## config.mk

```make
export PLATFORM = sky130hd
export DESIGN_NAME = fast_ctrl_sequencer
export DESIGN_NICKNAME = d
export VERILOG_FILES = /design/src/rtl/fast_ctrl_sequencer.sv
export SDC_FILE = /design/constraint.sdc
export NUM_CORES = 1
export LEC_CHECK = 0
export CORE_ASPECT_RATIO = 1.1
export CORE_MARGIN = 4
export CORE_UTILIZATION = 30
export DETAILED_ROUTE_END_ITERATION = 12
export MAX_ROUTING_LAYER = met4
export PLACE_DENSITY = 0.45
export SLEW_MARGIN = 20
export SYNTH_ARGS = -nofsm -noshare
export SYNTH_HDL_FRONTEND = slang
export SYNTH_SLANG_ARGS = --single-unit
```

## constraint.sdc

```tcl
create_clock -name clk_in -period 6.8 [get_ports clk_in]
set_input_delay 0.68 -clock clk_in [delete_from_list [all_inputs] [get_ports clk_in]]
set_output_delay 0.68 -clock clk_in [all_outputs]
set_load 0.02 [all_outputs]
```

## src/rtl/fast_ctrl_sequencer.sv

```systemverilog
// fast_ctrl_sequencer: WTE / QIE-reset / module-reset fast-control generator for NCH channels,
// sourced from an internal BX counter or resynchronised external inputs, with a debounced reset button.
module fast_ctrl_sequencer #(
    parameter int NCH        = 4,
    parameter int ORBIT_LEN  = 3564,
    parameter int CNT_W      = 12,
    parameter int QIE_RST_BX = 0,
    parameter int WTE_BX     = 3500,
    parameter int PULSE_W    = 1,
    parameter int DEB_CYC    = 1024,
    parameter int RESET_LEN  = 16
) (
    input  logic             clk_in,
    input  logic             reset_in,
    input  logic             mode_select,
    input  logic             enable,
    input  logic [NCH-1:0]   chan_enable,
    input  logic             ext_wte_in,
    input  logic             ext_qie_reset_in,
    input  logic             reset_switch,
    output logic [NCH-1:0]   wte_out,
    output logic [NCH-1:0]   qie_reset_out,
    output logic             reset_out,
    output logic [CNT_W-1:0] bx_count,
    output logic             orbit_sync
);
    localparam int PC_W = $clog2(PULSE_W + 1);
    localparam int DC_W = $clog2(DEB_CYC + 2);
    localparam int RL_W = $clog2(RESET_LEN + 1);
    localparam logic [CNT_W-1:0] LAST = CNT_W'(ORBIT_LEN - 1);
    localparam logic [CNT_W-1:0] Q_BX = CNT_W'(QIE_RST_BX);
    localparam logic [CNT_W-1:0] W_BX = CNT_W'(WTE_BX);
    localparam logic [CNT_W-1:0] PW_B = CNT_W'(PULSE_W);
    localparam logic [PC_W-1:0]  PW_C = PC_W'(PULSE_W);

    logic [1:0]       wte_sy, qie_sy, sw_sy, mode_sy;
    logic             wte_prev, qie_prev, active_mode;
    logic [PC_W-1:0]  wte_cnt, qie_cnt, wte_cnt_next, qie_cnt_next;
    logic [DC_W-1:0]  deb_cnt, deb_next;
    logic [RL_W-1:0]  rst_cnt, rst_cnt_next;
    logic [CNT_W-1:0] bx_next, q_off, w_off;
    logic             wte_ext, qie_ext, wte_rise, qie_rise;
    logic             wrap, mode_next, fire, rst_next, wte_p, qie_p;

    always_comb begin
        wte_ext      = ~wte_sy[1];
        qie_ext      = ~qie_sy[1];
        wte_rise     = wte_ext & ~wte_prev & ~active_mode & (wte_cnt == '0);
        qie_rise     = qie_ext & ~qie_prev & ~active_mode & (qie_cnt == '0);
        wte_cnt_next = wte_rise ? PW_C : (wte_cnt != '0) ? wte_cnt - 1'b1 : '0;
        qie_cnt_next = qie_rise ? PW_C : (qie_cnt != '0) ? qie_cnt - 1'b1 : '0;
        // counter parks at DEB_CYC+1 so a held button fires only once
        fire         = sw_sy[1] && (deb_cnt == DC_W'(DEB_CYC));
        deb_next     = !sw_sy[1] ? '0 : (deb_cnt == DC_W'(DEB_CYC + 1)) ? deb_cnt : deb_cnt + 1'b1;
        rst_cnt_next = fire ? RL_W'(RESET_LEN) : (rst_cnt != '0) ? rst_cnt - 1'b1 : '0;
        rst_next     = rst_cnt_next != '0;
        wrap         = bx_count == LAST;
        // qie_cnt == PULSE_W marks the first cycle of an external QIE reset: realign the orbit
        bx_next      = (rst_next || wrap || qie_cnt == PW_C) ? '0 : bx_count + 1'b1;
        mode_next    = wrap ? mode_sy[1] : active_mode;
        q_off        = bx_next - Q_BX;
        w_off        = bx_next - W_BX;
        qie_p        = (mode_next && q_off < PW_B) || qie_cnt != '0;
        wte_p        = (mode_next && w_off < PW_B) || wte_cnt != '0;
    end

    always_ff @(posedge clk_in or posedge reset_in) begin
        if (reset_in) begin
            wte_sy        <= '1;
            qie_sy        <= '1;
            sw_sy         <= '0;
            mode_sy       <= '0;
            wte_prev      <= 1'b0;
            qie_prev      <= 1'b0;
            wte_cnt       <= '0;
            qie_cnt       <= '0;
            deb_cnt       <= '0;
            rst_cnt       <= '0;
            active_mode   <= 1'b0;
            bx_count      <= '0;
            orbit_sync    <= 1'b0;
            reset_out     <= 1'b0;
            wte_out       <= '0;
            qie_reset_out <= '0;
        end else begin
            wte_sy        <= {wte_sy[0], ext_wte_in};
            qie_sy        <= {qie_sy[0], ext_qie_reset_in};
            sw_sy         <= {sw_sy[0], reset_switch};
            mode_sy       <= {mode_sy[0], mode_select};
            wte_prev      <= wte_ext;
            qie_prev      <= qie_ext;
            wte_cnt       <= wte_cnt_next;
            qie_cnt       <= qie_cnt_next;
            deb_cnt       <= deb_next;
            rst_cnt       <= rst_cnt_next;
            active_mode   <= mode_next;
            bx_count      <= bx_next;
            orbit_sync    <= (bx_next == '0) && !rst_next;
            reset_out     <= rst_next;
            wte_out       <= (wte_p && enable && !rst_next) ? chan_enable : '0;
            qie_reset_out <= (qie_p && enable && !rst_next) ? chan_enable : '0;
        end
    end
endmodule

```

Word level (Yosys, flattened, before mapping)

Index checks and enable logic that the tools add are counted.

$add $sub $neg: 6
Order comparisons: 2
Equal/unequal tests: 4
Multiplexer cells: 12
Bitwise gates (word level): 13
Reductions and logical operators: 16

Operators by type and width:

| operator                 | number |
|---|---|
| $lt A12 B1 Y1 const B    | 2 |
| $eq A11 B11 Y1 const B   | 2 |
| $mux W11                 | 2 |
| $add A12 B1 Y12 const B  | 1 |
| $eq A12 B12 Y1 const B   | 1 |
| $logic_not A12 Y1        | 1 |
| $mux W12                 | 1 |
| $sub A12 B12 Y12 const B | 1 |
| $add A11 B1 Y11 const B  | 1 |
| $mux W5                  | 2 |
| $reduce_bool A5 Y1       | 2 |
| $logic_and A1 B1 Y1      | 8 |
| $mux W4                  | 2 |
| $not A1 Y1               | 7 |
| $and A1 B1 Y1            | 6 |
| $mux W1                  | 5 |
| $sub A5 B1 Y5 const B    | 1 |
| $logic_or A1 B1 Y1       | 4 |
| $ne A2 B2 Y1 const B     | 1 |
| $sub A1 B1 Y1 const B    | 2 |
| $logic_not A1 Y1         | 1 |

Bits in registers: 51
Output and inout bits: 22
Word-level logic and storage cells: 69

Depth between registers and ports, before layout

Depth in word-level cells: 14
Depth in mapped cells: 8

Worst setup path before layout

No wires, ideal clock.

Kind: register to register
Start point: register rst_cnt[0]
End point: register qie_reset_out[0]
Library setup time: 0.129 ns
Arrival time: 2.039 ns
Data required time: 6.671 ns
Path slack: 4.632 ns
Cell stages (with the launch flop): 9
Period minus slack after synthesis: 2.168 ns
Path through: dfrtp_1 > inv_1 > ha_1 > nor4b_1 > a31oi_1 > a211o_1 > or4_4 > nor3_4 > nor4_1

Cells in the longest elaborated chain, start to end: 13
Elaborated cells between the ends (all ways): 15
Classes of those cells: add/sub: 1; order compare: 1; mux: 4; reduce/logical: 9

Ends and longest elaborated chain:

| what                                                | line | source |
|---|---|---|
| start: declaration                                  | 40   | `logic [RL_W-1:0] rst_cnt, rst_cnt_next;` |
| start signal: assignment                            | 95   | `rst_cnt <= rst_cnt_next;` |
| $sub A5 B1 Y5 or $reduce_bool A5 Y1 (tied branches) | 55   | `rst_cnt_next = fire ? RL_W'(RESET_LEN) : (rst_cnt != '0) ? rst_cnt - 1'b1 : '0;` |
| $mux W5 (*) (2 in series)                           | 55   |  |
| $reduce_bool A5 Y1 (*)                              | 56   | `rst_next = rst_cnt_next != '0;` |
| $logic_or A1 B1 Y1 (2 in series)                    | 59   | `bx_next = (rst_next \|\| wrap \|\| qie_cnt == PW_C) ? '0 : bx_count + 1'b1;` |
| $mux W12                                            | 59   |  |
| $lt A12 B1 Y1                                       | 63   | `qie_p = (mode_next && q_off < PW_B) \|\| qie_cnt != '0;` |
| $logic_and A1 B1 Y1                                 | 63   |  |
| $logic_or A1 B1 Y1                                  | 63   |  |
| $logic_and A1 B1 Y1                                 | 101  | `qie_reset_out <= (qie_p && enable && !rst_next) ? chan_enable : '0;` |
| $logic_and A1 B1 Y1 (*)                             | 101  |  |
| $mux W4 (*)                                         | 101  |  |
| end signal: assignment                              | 101  |  |
| end: declaration                                    | 22   | `output logic [NCH-1:0] qie_reset_out,` |

Mark *: on every way between the ends. The rest lies on a longest branch, timed or not.
A chain may end at the register's enable or synchronous reset.

Final worst setup path

Start point: register rst_cnt[0]
End point: register qie_reset_out[1]

The elaborated chain is that of the path after synthesis.

==> flow_summary.yaml <==
power:
  fin_total_pwr_w: 0.0006663
  ir_drop_worst_case_vdd_mv: 0.07043
  power.leakage_nw: 1.261
  power-per-cell-area_nw_per_um2: 225.8
grt:
  grt_first_pass_wirelength_mm: 8.611
  grt_start_max_net_pins: 52
  grt_pass1_vias: 1776
  antenna_found_initial: 0
  grt_overflow_total: 0
  grt_usage_pct: 11.65
floorplanning:
  die-width_um: 94.14
  fp-row-count: 34
  die_span_y_um: 102.8
  io_pins: 33
  core_um2: 7913
  die_footprint_um2: 9673
  start_util_pct: 30.95
setup_path:
  crit_path_start: "rst_cnt[0]$_DFF_PP0_"
  crit_family: "simple AND/OR/NAND/NOR gates"
  critical_path_required_ns: 6.98
  arrival_ns: 2.62
  worstPathCellList: "inv_1 -> ha_1 -> nor4b_1 -> a31oi_1 -> a211o_1 -> or4_4 -> nor3_4 -> nor4_1"
  worst-path-stages: 8
  crit_slowest_cell: "sky130_fd_sc_hd__or4_4"
  crit_buf_inv: 1
  r2r_cells: 8
  start_kind: "register"
  end_kind: "register"
  timing.critical_path.slowest_cell_delay_ns: 0.62
  critPathKind: "register to register"
  reg2reg_from: "rst_cnt[0]$_DFF_PP0_"
  path_max_fanout: 13
sta:
  timing.final.setup_violations: 0
  fin_tns_setup_ns: 0
  report.final.hold_viol_count: 0
  max_freq_mhz: 409.3
  timing_worst_slew_pin_value_ns: 0.6441
  final_worst_path_period_share_pct: 35.93
  finalClockSkew_ns: 0.006946
  finalWorstPathRequiredPeriod_ns: 2.443
  timing.final.max_slew_violations: 0
  slew-limit-headroom_pct: 57.06
  grt_setup_unrepaired: "false"
job:
  drv.max_cap_violation_count: 0
route:
  detail_route.iter0.violations: 61
  drt-vias-per-instance: 4.682
  drt_drc_violations_left: 0
  finalWirelength_mm: 4.948
  vias: 1751
  firstDrtPassIters: 4
  ant_nets: 0
  route.detailed.wl_per_inst_um: 13.23
layout:
  finish.cell_count_without_fillers: 374
  area.growth.synth_to_final_pct: 20.54
  mostFrequentLayoutCell: "sky130_fd_sc_hd__dfrtp_1"
  diodes: 0
  finish.net_count: 281
  post_route_cells_drive_above_1_share_pct: 8.647
  layout_common_cells: "sky130_fd_sc_hd__dfrtp_1, sky130_fd_sc_hd__clkdlybuf4s50_1, sky130_fd_sc_hd__nor2_1, sky130_fd_sc_hd__nand2_1, sky130_fd_sc_hd__xnor2_1"
  final_area_um2: 2952
placed_design:
  placedCellCount: 366
  numPortBuffers: 32
  gpl.final_weighted_congestion: 0.7723
  dpl_cell_area_um2: 2867
  place.detailed.hpwl_mm: 3.577
clocking:
  cts-hold-fix-buffers: 0
  cts_made_buffers: 5
  cts-root-to-sink-buffers: 2
  clkTransAtPathRegs_ns: 0.09
  tritoncts: "built"
  cts_max_level: 2
  cts.repair.resized: 0
  cts.sinks: 51
  clock_latency_on_the_worst_skew_pair_ns: 0.30
  clock_tree.root_cell: "sky130_fd_sc_hd__clkbuf_8"
  post_cts.repair.setup_buffers: 0
hold_path:
  worstHoldPathType: "register to register"
  hold_path_startpoint: "sw_sy[0]$_DFF_PP0_"
  whs_path_depth: 0
logic_synthesis:
  async_reset_ff_share_pct: 100.0
  syn-cell-area_um2: 2449
  postSynthCellCount: 235
  syn_nets: 251
  synth-edff-count: 0
  ys_dominant_reg_cell: "sky130_fd_sc_hd__dfrtp_1"
  ys_ff_latch: 51
  syn_avg_cell_area_um2: 10.42
  synth_sequential_area_ratio_pct: 52.32
  yosysWarnings: 0
  synthDistinctLibCells: 45
status:
  run_status: "completed"
area by class of cell:
class                           count  area, um2
Clock buffer                        6      72.57
Clock inverter                      2      12.51
Fill cell                         830       4961
Inverter                           11      41.29
Multi-Input combinational cell    163       1081
Sequential cell                    51       1281
Tap cell                          108      135.1
Timing Repair Buffer               33      327.8
through the flow:
stage               hold slack [ns]  setup slack (ns)  util, %
floorplan                    0.3312             4.632        -
global placement             0.3356             4.415    36.23
detailed placement           0.3395             4.349    36.23
CTS                          0.3583             4.332    37.30
global route                 0.3629             4.160    37.30
finish                       0.3527             4.357    37.30
per-layer routing:
| layer | vias to the layer above | share of wire [%] | track usage [%] |
|---|---|---|---|
| met4 | 0 | 1.2 | 4.000 |
| met5 | - | 0 | - |
| met1 | 840 | 49 | 14.97 |
| met2 | 29 | 46 | 18.56 |
| met3 | 6 | 3.9 | 2.190 |
| li1 | 876 | - | - |
power breakdown:
group | leakage, nW | total, W | internal (W) | switching, W
clock network | 0.0412 | 0.000169 | 0.0000721 | 0.0000969
registers | 0.673 | 0.000351 | 0.000323 | 0.0000283
logic | 0.547 | 0.000146 | 0.0000648 | 0.0000815
total | 1.26 | 0.000666 | 0.000460 | 0.000207
flip-flops by register name, summed over array words and instances (netlist names), 2 cells and up:
register and cells:
qie_reset_out 4, wte_sy 2, deb_cnt 11, rst_cnt 5
bx_count 12, wte_out 4, sw_sy 2, qie_sy 2
mode_sy 2
cells in the mapped netlist, types with 6 or more instances:
cell type / count / area (um2)
sky130_fd_sc_hd__a21oi_1: 6 / 30.03
sky130_fd_sc_hd__and2_1: 8 / 50.05
sky130_fd_sc_hd__buf_2: 6 / 30.03
sky130_fd_sc_hd__dfrtp_1: 47 / 1176
sky130_fd_sc_hd__inv_1: 11 / 41.29
sky130_fd_sc_hd__nand2_1: 14 / 52.55
sky130_fd_sc_hd__nand3_1: 13 / 65.06
sky130_fd_sc_hd__nor2_1: 27 / 101.4
sky130_fd_sc_hd__nor4_1: 8 / 50.05
sky130_fd_sc_hd__or3_1: 6 / 37.54
sky130_fd_sc_hd__xnor2_1: 14 / 122.6
sky130_fd_sc_hd__xor2_1: 6 / 52.55
worst paths after layout:
| kind | endpoint | slack [ns] |
|---|---|---|
| max in group asynchronous | bx_count[1]$_DFF_PP0_ | 5.50 |
| worst max-delay path | qie_reset_out[1]$_DFF_PP0_ | 4.36 |
| worst max register to register | qie_reset_out[1]$_DFF_PP0_ | 4.36 |
| worst min register to register | sw_sy[1]$_DFF_PP0_ | 0.35 |
| worst min-delay path | sw_sy[1]$_DFF_PP0_ | 0.35 |
| min in group asynchronous | deb_cnt[0]$_DFFE_PP0P_ | 0.87 |
cell families after synthesis:
logic type | share of synthesized area, %
and+or+nand+nor | 25.60
DFF | 52.33
AOI/OAI and AO/OA | 7.614
buffers and inverters | 3.526
xor gates and xnor gates | 7.154
adders and majority gates | 2.555
muxes | 1.226
Power figures use the tool's default switching activity.
